### config.mk
export PLATFORM = sky130hd
export DESIGN_NAME = core_ex_commit_flat
export DESIGN_NICKNAME = d
export VERILOG_FILES = /design/src/rtl/core_ex_commit_pkg.sv /design/src/rtl/core_ex_commit_if.sv /design/src/rtl/core_ex_commit_skid_buf.sv /design/src/rtl/core_ex_commit.sv /design/src/flat_wrapper.sv
export SDC_FILE = /design/constraint.sdc
export NUM_CORES = 1
export LEC_CHECK = 0
export CAP_MARGIN = 40
export CORE_AREA = 3 3 76 150
export DETAILED_ROUTE_END_ITERATION = 12
export DIE_AREA = 0 0 79 153
export HOLD_SLACK_MARGIN = 0.1
export PLACE_DENSITY = 0.73
export SETUP_SLACK_MARGIN = 0.15
export SKIP_LAST_GASP = 1
export SYNTH_ARGS = -nofsm -noshare
export SYNTH_HDL_FRONTEND = slang
export SYNTH_SLANG_ARGS = --single-unit
export TNS_END_PERCENT = 20
### constraint.sdc
create_clock -name clk -period 2.32 [get_ports clk]
set_input_delay 0.696 -clock clk [delete_from_list [all_inputs] [get_ports clk]]
set_output_delay 0.696 -clock clk [all_outputs]
set_load 0.01 [all_outputs]
### src/rtl/core_ex_commit_pkg.sv
`default_nettype none
// +----------------------------------------------------------------------+
// | core_ex_commit_pkg                                                   |
// | Shared i2d core defines: data/flag/instruction types, buffer entry.  |
// | Rev 1.0 - initial release                                            |
// +----------------------------------------------------------------------+
package core_ex_commit_pkg;

    localparam int c_reg_idx_w = 5;
    localparam int c_data_w    = 32;

    typedef logic [c_data_w-1:0]    data_t;
    typedef logic [c_reg_idx_w-1:0] reg_idx_t;

    typedef struct packed {
        logic cf;
        logic of;
        logic zf;
    } flag_t;

    typedef struct packed {
        logic [6:0] opcode;
        reg_idx_t   rd;
        reg_idx_t   rs1;
        reg_idx_t   rs2;
        logic [9:0] imm;
    } instr_t;

    typedef struct packed {
        logic     wen;
        reg_idx_t rd;
        data_t    data;
    } ex_entry_t;

    localparam flag_t c_flag_rst = '0;

    function automatic ex_entry_t make_entry(input logic wen, input reg_idx_t rd, input data_t data);
        ex_entry_t e;
        e.wen  = wen;
        e.rd   = rd;
        e.data = data;
        return e;
    endfunction

endpackage
`default_nettype wire

### src/rtl/core_ex_commit_if.sv
`default_nettype none
// +----------------------------------------------------------------------+
// | core_ex_commit_if                                                    |
// | EX-side, write-back and forwarding signals of the commit stage.      |
// | Rev 1.0 - initial release                                            |
// +----------------------------------------------------------------------+
interface core_ex_commit_if;
    import core_ex_commit_pkg::*;

    logic     ex_valid;
    logic     ex_ready;
    logic     ex_wen;
    reg_idx_t ex_rd;
    logic     ex_fwe;
    data_t    alu_result;
    flag_t    alu_flag;
    logic     flush;
    flag_t    flag_q;

    logic     wb_valid;
    logic     wb_ready;
    logic     wb_wen;
    reg_idx_t wb_rd;
    data_t    wb_data;

    logic     fwd_valid;
    reg_idx_t fwd_rd;
    data_t    fwd_data;

    // Upstream/downstream environment around the stage
    modport master (
        output ex_valid, ex_wen, ex_rd, ex_fwe, alu_result, alu_flag, flush, wb_ready,
        input  ex_ready, flag_q, wb_valid, wb_wen, wb_rd, wb_data,
        input  fwd_valid, fwd_rd, fwd_data
    );

    // The commit stage itself
    modport slave (
        input  ex_valid, ex_wen, ex_rd, ex_fwe, alu_result, alu_flag, flush, wb_ready,
        output ex_ready, flag_q, wb_valid, wb_wen, wb_rd, wb_data,
        output fwd_valid, fwd_rd, fwd_data
    );

endinterface
`default_nettype wire

### src/rtl/core_ex_commit_skid_buf.sv
`default_nettype none
// +----------------------------------------------------------------------+
// | core_skid_buf                                                        |
// | 2-entry in-order FIFO of ex_entry_t; slot 0 is always the head.      |
// | Rev 1.0 - initial release                                            |
// +----------------------------------------------------------------------+
module core_skid_buf
    import core_ex_commit_pkg::*;
#(
    parameter int DEPTH = 2
) (
    input  wire        clk,
    input  wire        rst,
    input  wire        i_push,
    input  wire        i_pop,
    input  wire        i_flush,
    input  ex_entry_t  i_entry,
    output logic [1:0] o_count,
    output logic       o_head_valid,
    output ex_entry_t  o_head,
    output ex_entry_t  o_tail
);

    generate
        if (DEPTH != 2) begin : g_depth_check
            $error("core_skid_buf supports DEPTH == 2 only");
        end
    endgenerate

    ex_entry_t r_slot0;
    ex_entry_t r_slot1;
    logic      r_vld0;
    logic      r_vld1;

    // Occupancy is contiguous: slot 1 is only valid when slot 0 is.
    always_ff @(posedge clk) begin
        if (rst) begin
            r_slot0 <= '0;
            r_slot1 <= '0;
            r_vld0  <= 1'b0;
            r_vld1  <= 1'b0;
        end else if (i_flush) begin
            r_vld0 <= 1'b0;
            r_vld1 <= 1'b0;
        end else if (i_push && i_pop) begin
            if (r_vld1) begin
                r_slot0 <= r_slot1;
                r_slot1 <= i_entry;
            end else begin
                r_slot0 <= i_entry;
            end
        end else if (i_pop) begin
            r_slot0 <= r_slot1;
            r_vld0  <= r_vld1;
            r_vld1  <= 1'b0;
        end else if (i_push) begin
            if (!r_vld0) begin
                r_slot0 <= i_entry;
                r_vld0  <= 1'b1;
            end else begin
                r_slot1 <= i_entry;
                r_vld1  <= 1'b1;
            end
        end
    end

    assign o_count      = {1'b0, r_vld0} + {1'b0, r_vld1};
    assign o_head_valid = r_vld0;
    assign o_head       = r_slot0;
    assign o_tail       = r_vld1 ? r_slot1 : r_slot0;

endmodule
`default_nettype wire

### src/rtl/core_ex_commit.sv
`default_nettype none
// +----------------------------------------------------------------------+
// | core_ex_commit                                                       |
// | EX commit stage: flag register, result skid buffer, operand bypass.  |
// | Forwarding built only when I2D_EX_FWD_EN is defined.                 |
// | Rev 1.0 - initial release                                            |
// +----------------------------------------------------------------------+
module core_ex_commit
    import core_ex_commit_pkg::*;
#(
    parameter int DEPTH = 2
) (
    input  wire              clk,
    input  wire              rst,
    core_ex_commit_if.slave  bus
);

    logic      w_push;
    logic      w_pop;
    logic [1:0] w_count;
    logic      w_head_valid;
    ex_entry_t w_head;
    ex_entry_t w_tail;
    ex_entry_t w_in;
    flag_t     r_flag;

    // Ready is decoded from state only, so write-back never reaches EX combinationally.
    assign bus.ex_ready = !rst && (w_count < 2'(DEPTH));
    assign w_push       = bus.ex_valid && bus.ex_ready && !bus.flush;
    assign w_pop        = w_head_valid && bus.wb_ready && !bus.flush;
    assign w_in         = make_entry(bus.ex_wen, bus.ex_rd, bus.alu_result);

    core_skid_buf #(
        .DEPTH (DEPTH)
    ) u_skid_buf (
        .clk          (clk),
        .rst          (rst),
        .i_push       (w_push),
        .i_pop        (w_pop),
        .i_flush      (bus.flush),
        .i_entry      (w_in),
        .o_count      (w_count),
        .o_head_valid (w_head_valid),
        .o_head       (w_head),
        .o_tail       (w_tail)
    );

    // Flags commit only with an accepted instruction and are never rolled back.
    always_ff @(posedge clk) begin
        if (rst) begin
            r_flag <= c_flag_rst;
        end else if (w_push && bus.ex_fwe) begin
            r_flag <= bus.alu_flag;
        end
    end

    assign bus.flag_q   = r_flag;
    assign bus.wb_valid = w_head_valid;
    assign bus.wb_wen   = w_head.wen;
    assign bus.wb_rd    = w_head.rd;
    assign bus.wb_data  = w_head.data;

`ifdef I2D_EX_FWD_EN
    logic     w_fwd_nxt_valid;
    reg_idx_t w_fwd_nxt_rd;
    data_t    w_fwd_nxt_data;
    logic     r_fwd_valid;
    reg_idx_t r_fwd_rd;
    data_t    r_fwd_data;

    // Look ahead to the post-edge buffer contents so the bypass outputs are registered.
    always_comb begin
        w_fwd_nxt_valid = 1'b0;
        w_fwd_nxt_rd    = '0;
        w_fwd_nxt_data  = '0;
        if (!w_pop) begin
            if (w_count != 2'd0 && w_head.wen) begin
                w_fwd_nxt_valid = 1'b1;
                w_fwd_nxt_rd    = w_head.rd;
                w_fwd_nxt_data  = w_head.data;
            end
            if (w_count != 2'd0 && w_tail.wen) begin
                w_fwd_nxt_valid = 1'b1;
                w_fwd_nxt_rd    = w_tail.rd;
                w_fwd_nxt_data  = w_tail.data;
            end
        end else if (w_count == 2'd2 && w_tail.wen) begin
            w_fwd_nxt_valid = 1'b1;
            w_fwd_nxt_rd    = w_tail.rd;
            w_fwd_nxt_data  = w_tail.data;
        end
        if (w_push && bus.ex_wen) begin
            w_fwd_nxt_valid = 1'b1;
            w_fwd_nxt_rd    = bus.ex_rd;
            w_fwd_nxt_data  = bus.alu_result;
        end
    end

    always_ff @(posedge clk) begin
        if (rst || bus.flush) begin
            r_fwd_valid <= 1'b0;
            r_fwd_rd    <= '0;
            r_fwd_data  <= '0;
        end else begin
            r_fwd_valid <= w_fwd_nxt_valid;
            r_fwd_rd    <= w_fwd_nxt_rd;
            r_fwd_data  <= w_fwd_nxt_data;
        end
    end

    assign bus.fwd_valid = r_fwd_valid;
    assign bus.fwd_rd    = r_fwd_rd;
    assign bus.fwd_data  = r_fwd_data;
`else
    logic w_unused_tail;
    assign w_unused_tail = ^w_tail;
    assign bus.fwd_valid = 1'b0;
    assign bus.fwd_rd    = '0;
    assign bus.fwd_data  = '0;
`endif

endmodule
`default_nettype wire

### src/flat_wrapper.sv
// flat-port wrapper written by rule: the top's interface ports become plain ports
module core_ex_commit_flat import core_ex_commit_pkg::*;
#(
    parameter int DEPTH = 2
)
  (clk, rst, bus_ex_valid, bus_ex_wen, bus_ex_rd, bus_ex_fwe, bus_alu_result, bus_alu_flag, bus_flush, bus_wb_ready, bus_ex_ready, bus_flag_q, bus_wb_valid, bus_wb_wen, bus_wb_rd, bus_wb_data, bus_fwd_valid, bus_fwd_rd, bus_fwd_data);
  core_ex_commit_if bus_i ();
  input  wire clk;
  input  wire rst;
  input wire logic [$bits(bus_i.ex_valid)-1:0] bus_ex_valid;
  input wire logic [$bits(bus_i.ex_wen)-1:0] bus_ex_wen;
  input wire logic [$bits(bus_i.ex_rd)-1:0] bus_ex_rd;
  input wire logic [$bits(bus_i.ex_fwe)-1:0] bus_ex_fwe;
  input wire logic [$bits(bus_i.alu_result)-1:0] bus_alu_result;
  input wire logic [$bits(bus_i.alu_flag)-1:0] bus_alu_flag;
  input wire logic [$bits(bus_i.flush)-1:0] bus_flush;
  input wire logic [$bits(bus_i.wb_ready)-1:0] bus_wb_ready;
  output wire logic [$bits(bus_i.ex_ready)-1:0] bus_ex_ready;
  output wire logic [$bits(bus_i.flag_q)-1:0] bus_flag_q;
  output wire logic [$bits(bus_i.wb_valid)-1:0] bus_wb_valid;
  output wire logic [$bits(bus_i.wb_wen)-1:0] bus_wb_wen;
  output wire logic [$bits(bus_i.wb_rd)-1:0] bus_wb_rd;
  output wire logic [$bits(bus_i.wb_data)-1:0] bus_wb_data;
  output wire logic [$bits(bus_i.fwd_valid)-1:0] bus_fwd_valid;
  output wire logic [$bits(bus_i.fwd_rd)-1:0] bus_fwd_rd;
  output wire logic [$bits(bus_i.fwd_data)-1:0] bus_fwd_data;
  assign bus_i.ex_valid = bus_ex_valid;
  assign bus_i.ex_wen = bus_ex_wen;
  assign bus_i.ex_rd = bus_ex_rd;
  assign bus_i.ex_fwe = bus_ex_fwe;
  assign bus_i.alu_result = bus_alu_result;
  assign bus_i.alu_flag = bus_alu_flag;
  assign bus_i.flush = bus_flush;
  assign bus_i.wb_ready = bus_wb_ready;
  assign bus_ex_ready = bus_i.ex_ready;
  assign bus_flag_q = bus_i.flag_q;
  assign bus_wb_valid = bus_i.wb_valid;
  assign bus_wb_wen = bus_i.wb_wen;
  assign bus_wb_rd = bus_i.wb_rd;
  assign bus_wb_data = bus_i.wb_data;
  assign bus_fwd_valid = bus_i.fwd_valid;
  assign bus_fwd_rd = bus_i.fwd_rd;
  assign bus_fwd_data = bus_i.fwd_data;
  core_ex_commit #(.DEPTH(DEPTH)) u_core (.clk(clk), .rst(rst), .bus(bus_i));
endmodule
==> flow_summary.yaml <==
timing:
  hold_viol_final: 0
  max_freq_mhz: 470
  fin_setup_tns_ns: 0
  fin_crit_ns: 2.13
  setup_violations: 0
  slew_viol_final: 0
  worst_pin_slew_ns: 0.562
  rsz0062_at_grt: "yes"
  fin_skew_ns: 0.00494
  finalCritPeriodShare_pct: 91.7
  relSlewSlack_pct: 62.5
  layout_setup_ws_ns: 0.192
grt:
  use_met2_pct: 34.6
  grt_max_degree: 64
  first_global_vias: 3667
  grt_overflow: 0
  grt_util_met3_pct: 3.71
  grt_pass1_wl_mm: 18.2
  grt_util_met1_pct: 20.2
  grt-busiest-layer: "met2"
  grt_usage_pct: 18.8
  antenna_found_initial: 0
critical_path:
  cp_max_fo: 21
  criticalPathCategory: "input port to register"
  r2r_start: "u_core.u_skid_buf.o_head_valid"
  crit_arrival_ns: 2.35
  crit_end: "u_core.u_skid_buf.o_head[26]"
  required_ns: 2.54
  ff2ff_setup_slack_ns: 0.25
  cp-start-kind: "input port"
  reg2reg_to: "u_core.u_skid_buf.o_head[16]"
  critPathLaunch: "bus_ex_valid"
  r2r.worst_path.cells: 9
  endpoint_kind: "register"
logic_synthesis:
  synth_ff_type: "dfxtp_1"
  synth_fa_ha_area_share_pct: 1.13
  synth_top_area_cell: "dfxtp_1"
  synth-simple-area-share_pct: 20.2
  synthMuxAreaShare_pct: 9.33
  synth_top_area_share_pct: 36.5
  synth_seq_cells: 81
  synth_top_family_by_area: "compound AO/OA/AOI/OAI gates"
  syn_inst: 466
  yosysMostFrequentCell: "dfxtp_1"
  synthTopCellsByArea: "dfxtp_1 37%, nand2b_1 11%, mux2i_1 8.6%, buf_4 7.3%, a311oi_2 6.8%"
  synth_compound_area_share_pct: 20.4
  synth-edff-count: 0
  yosys_warnings: 0
  ys_types: 31
  yosysSeqAreaShare_pct: 36.5
  avgSynthCellArea_um2: 9.53
  syn_area_um2: 4440
  synthArstFlopShare_pct: 0
  synth_commonest_cells: "81 x dfxtp_1, 77 x nand2b_1, 43 x buf_4"
  synth-xor-area-share_pct: 0
cts:
  holdBufCountCts: 0
  cts_buffer_depth: 2
  cts.sinks: 81
  clkTransAtPathRegs_ns: 0.06
  clock_latency_ns: 0.33
  h-tree-depth: 3
  cts_made_buffers: 9
  cts_root_buffer: "clkbuf_16"
  cts_tree: "yes"
floorplan:
  die_h_um: 153
  initial_core_util_pct: 42.4
  core-area_um2: 10500
  rows: 53
  pin_count: 128
  chipWidth_um: 79
  dieArea_um2: 12100
routing:
  wire_per_inst_um: 16.1
  first_pass_iters: 4
  route.detailed.drc: 0
  ant_nets: 0
  drt-initial-drc-count: 204
  totalWireLength_mm: 11.2
  via_per_inst: 5.24
  route.vias.total: 3648
pwr:
  power_uw: 3410
  cellPowerDensity_nw_per_um2: 565
  irDropWorstVdd_mv: 0.443
  power.leakage_uw: 0.00238
status:
  status: "finished clean"
min_path:
  hp-class: "register to register"
  hp-start: "u_core.u_skid_buf.r_slot1[2]"
layout:
  area.growth.synth_to_final_pct: 35.8
  fin_nets: 605
  drive_gt1_share_pct: 17.2
  final_area_um2: 6030
  n_antenna_cell: 0
placed_design:
  gp_congestion: 0.756
  dp_hpwl_mm: 7.29
  io_buffers: 89
  pre_cts_slack_ns: -0.500
  place_area_um2: 5430
flow_run:
  drv_cap: 0
==> flip-flops by register name, indices dropped and copies added, names as in the netlist <==
signal,flops
u_core.u_skid_buf.o_head_valid,1
u_core.u_skid_buf.r_vld1,1
u_core.u_skid_buf.o_head,38
u_core.bus.flag_q,3
u_core.u_skid_buf.r_slot1,38
==> cell type report <==
class	instances	area, µm²
Tap cell	137	171
Clock inverter	5	77.6
Inverter	3	11.3
Fill cell	920	4450
Timing Repair Buffer	124	1430
Sequential cell	81	1630
Multi-Input combinational cell	335	2460
Clock buffer	11	253
==> worst max-delay path: stages <==
cell and delay [ns]:
buf_2 0.10, nor3b_2 0.15, nand2_1 0.08, inv_1 0.05
ha_2 0.17, buf_6 0.11, and4bb_2 0.37, buf_12 0.19
o21ai_1 0.07, a311oi_1 0.32
==> stage by stage <==
| step | utilization, % | instances | hold slack [ns] |
|---|---|---|---|
| after floorplan | - | 503 | 0.448 |
| after global placement | 51.8 | 668 | 0.458 |
| after detailed placement | 51.8 | 668 | 0.469 |
| after CTS | 57.1 | 696 | 0.479 |
| after global routing | 57.6 | 696 | 0.504 |
| final | 57.6 | 696 | 0.477 |
==> per-layer routing <==
layer	share of wire [%]	wire, µm
met4	1.8	207
met3	4.8	532
met5	0	0
met2	55	6210
met1	38	4250
==> cell usage in the layout, fill, tap and decap left out, drive strengths merged, types with 2 or more instances in the layout <==
cell type       n
mux2            3
mux2i          38
clkbuf         11
nor2b           4
clkinv          2
ha              4
nor3b           2
bufinv          2
conb           38
buf            38
nand3b         38
a2111oi         2
nand2b         77
a311oi         38
clkdlybuf4s50  84
inv             3
nor2            3
a21oi          39
dfxtp          81
and2            2
and4bb          2
nand2           2
o21ai          38
==> where the power goes <==
part           internal (µW)  switching (µW)  total (µW)
Sequential              1420            19.1        1440
Combinational            221             192         413
Clock                    997             558        1560
==> how the worst min path moves through the flow <==
stage	end	slack, ns	cells past startpoint
2_1_floorplan	u_core.u_skid_buf.r_slot1[4]	0.45	2
3_3_place_gp	u_core.u_skid_buf.r_slot1[5]	0.46	2
3_5_place_dp	u_core.u_skid_buf.r_slot1[24]	0.47	2
4_1_cts	u_core.u_skid_buf.r_slot1[24]	0.48	2
5_1_grt	u_core.u_skid_buf.r_slot1[4]	0.50	2
6_report	u_core.u_skid_buf.r_slot1[2]	0.48	2
==> logic make-up (layout without fill, tap and decap cells) <==
group                      Yosys count  after routing
AOI/OAI and AO/OA                  118            118
adders and majority gates            4              4
buffers and inverters               87            143
DFF                                 81             81
muxes                               41             41
other                                1             38
and+or+nand+nor                    134            134
==> what timing repair did <==
item                                    CTS  global route
setup buffers                             8             0
pin swaps                                 5             7
endpoints found under the setup margin   78            69
resized for setup                        17            14
cloned                                    4             0
(Power assumes the default switching activity.)
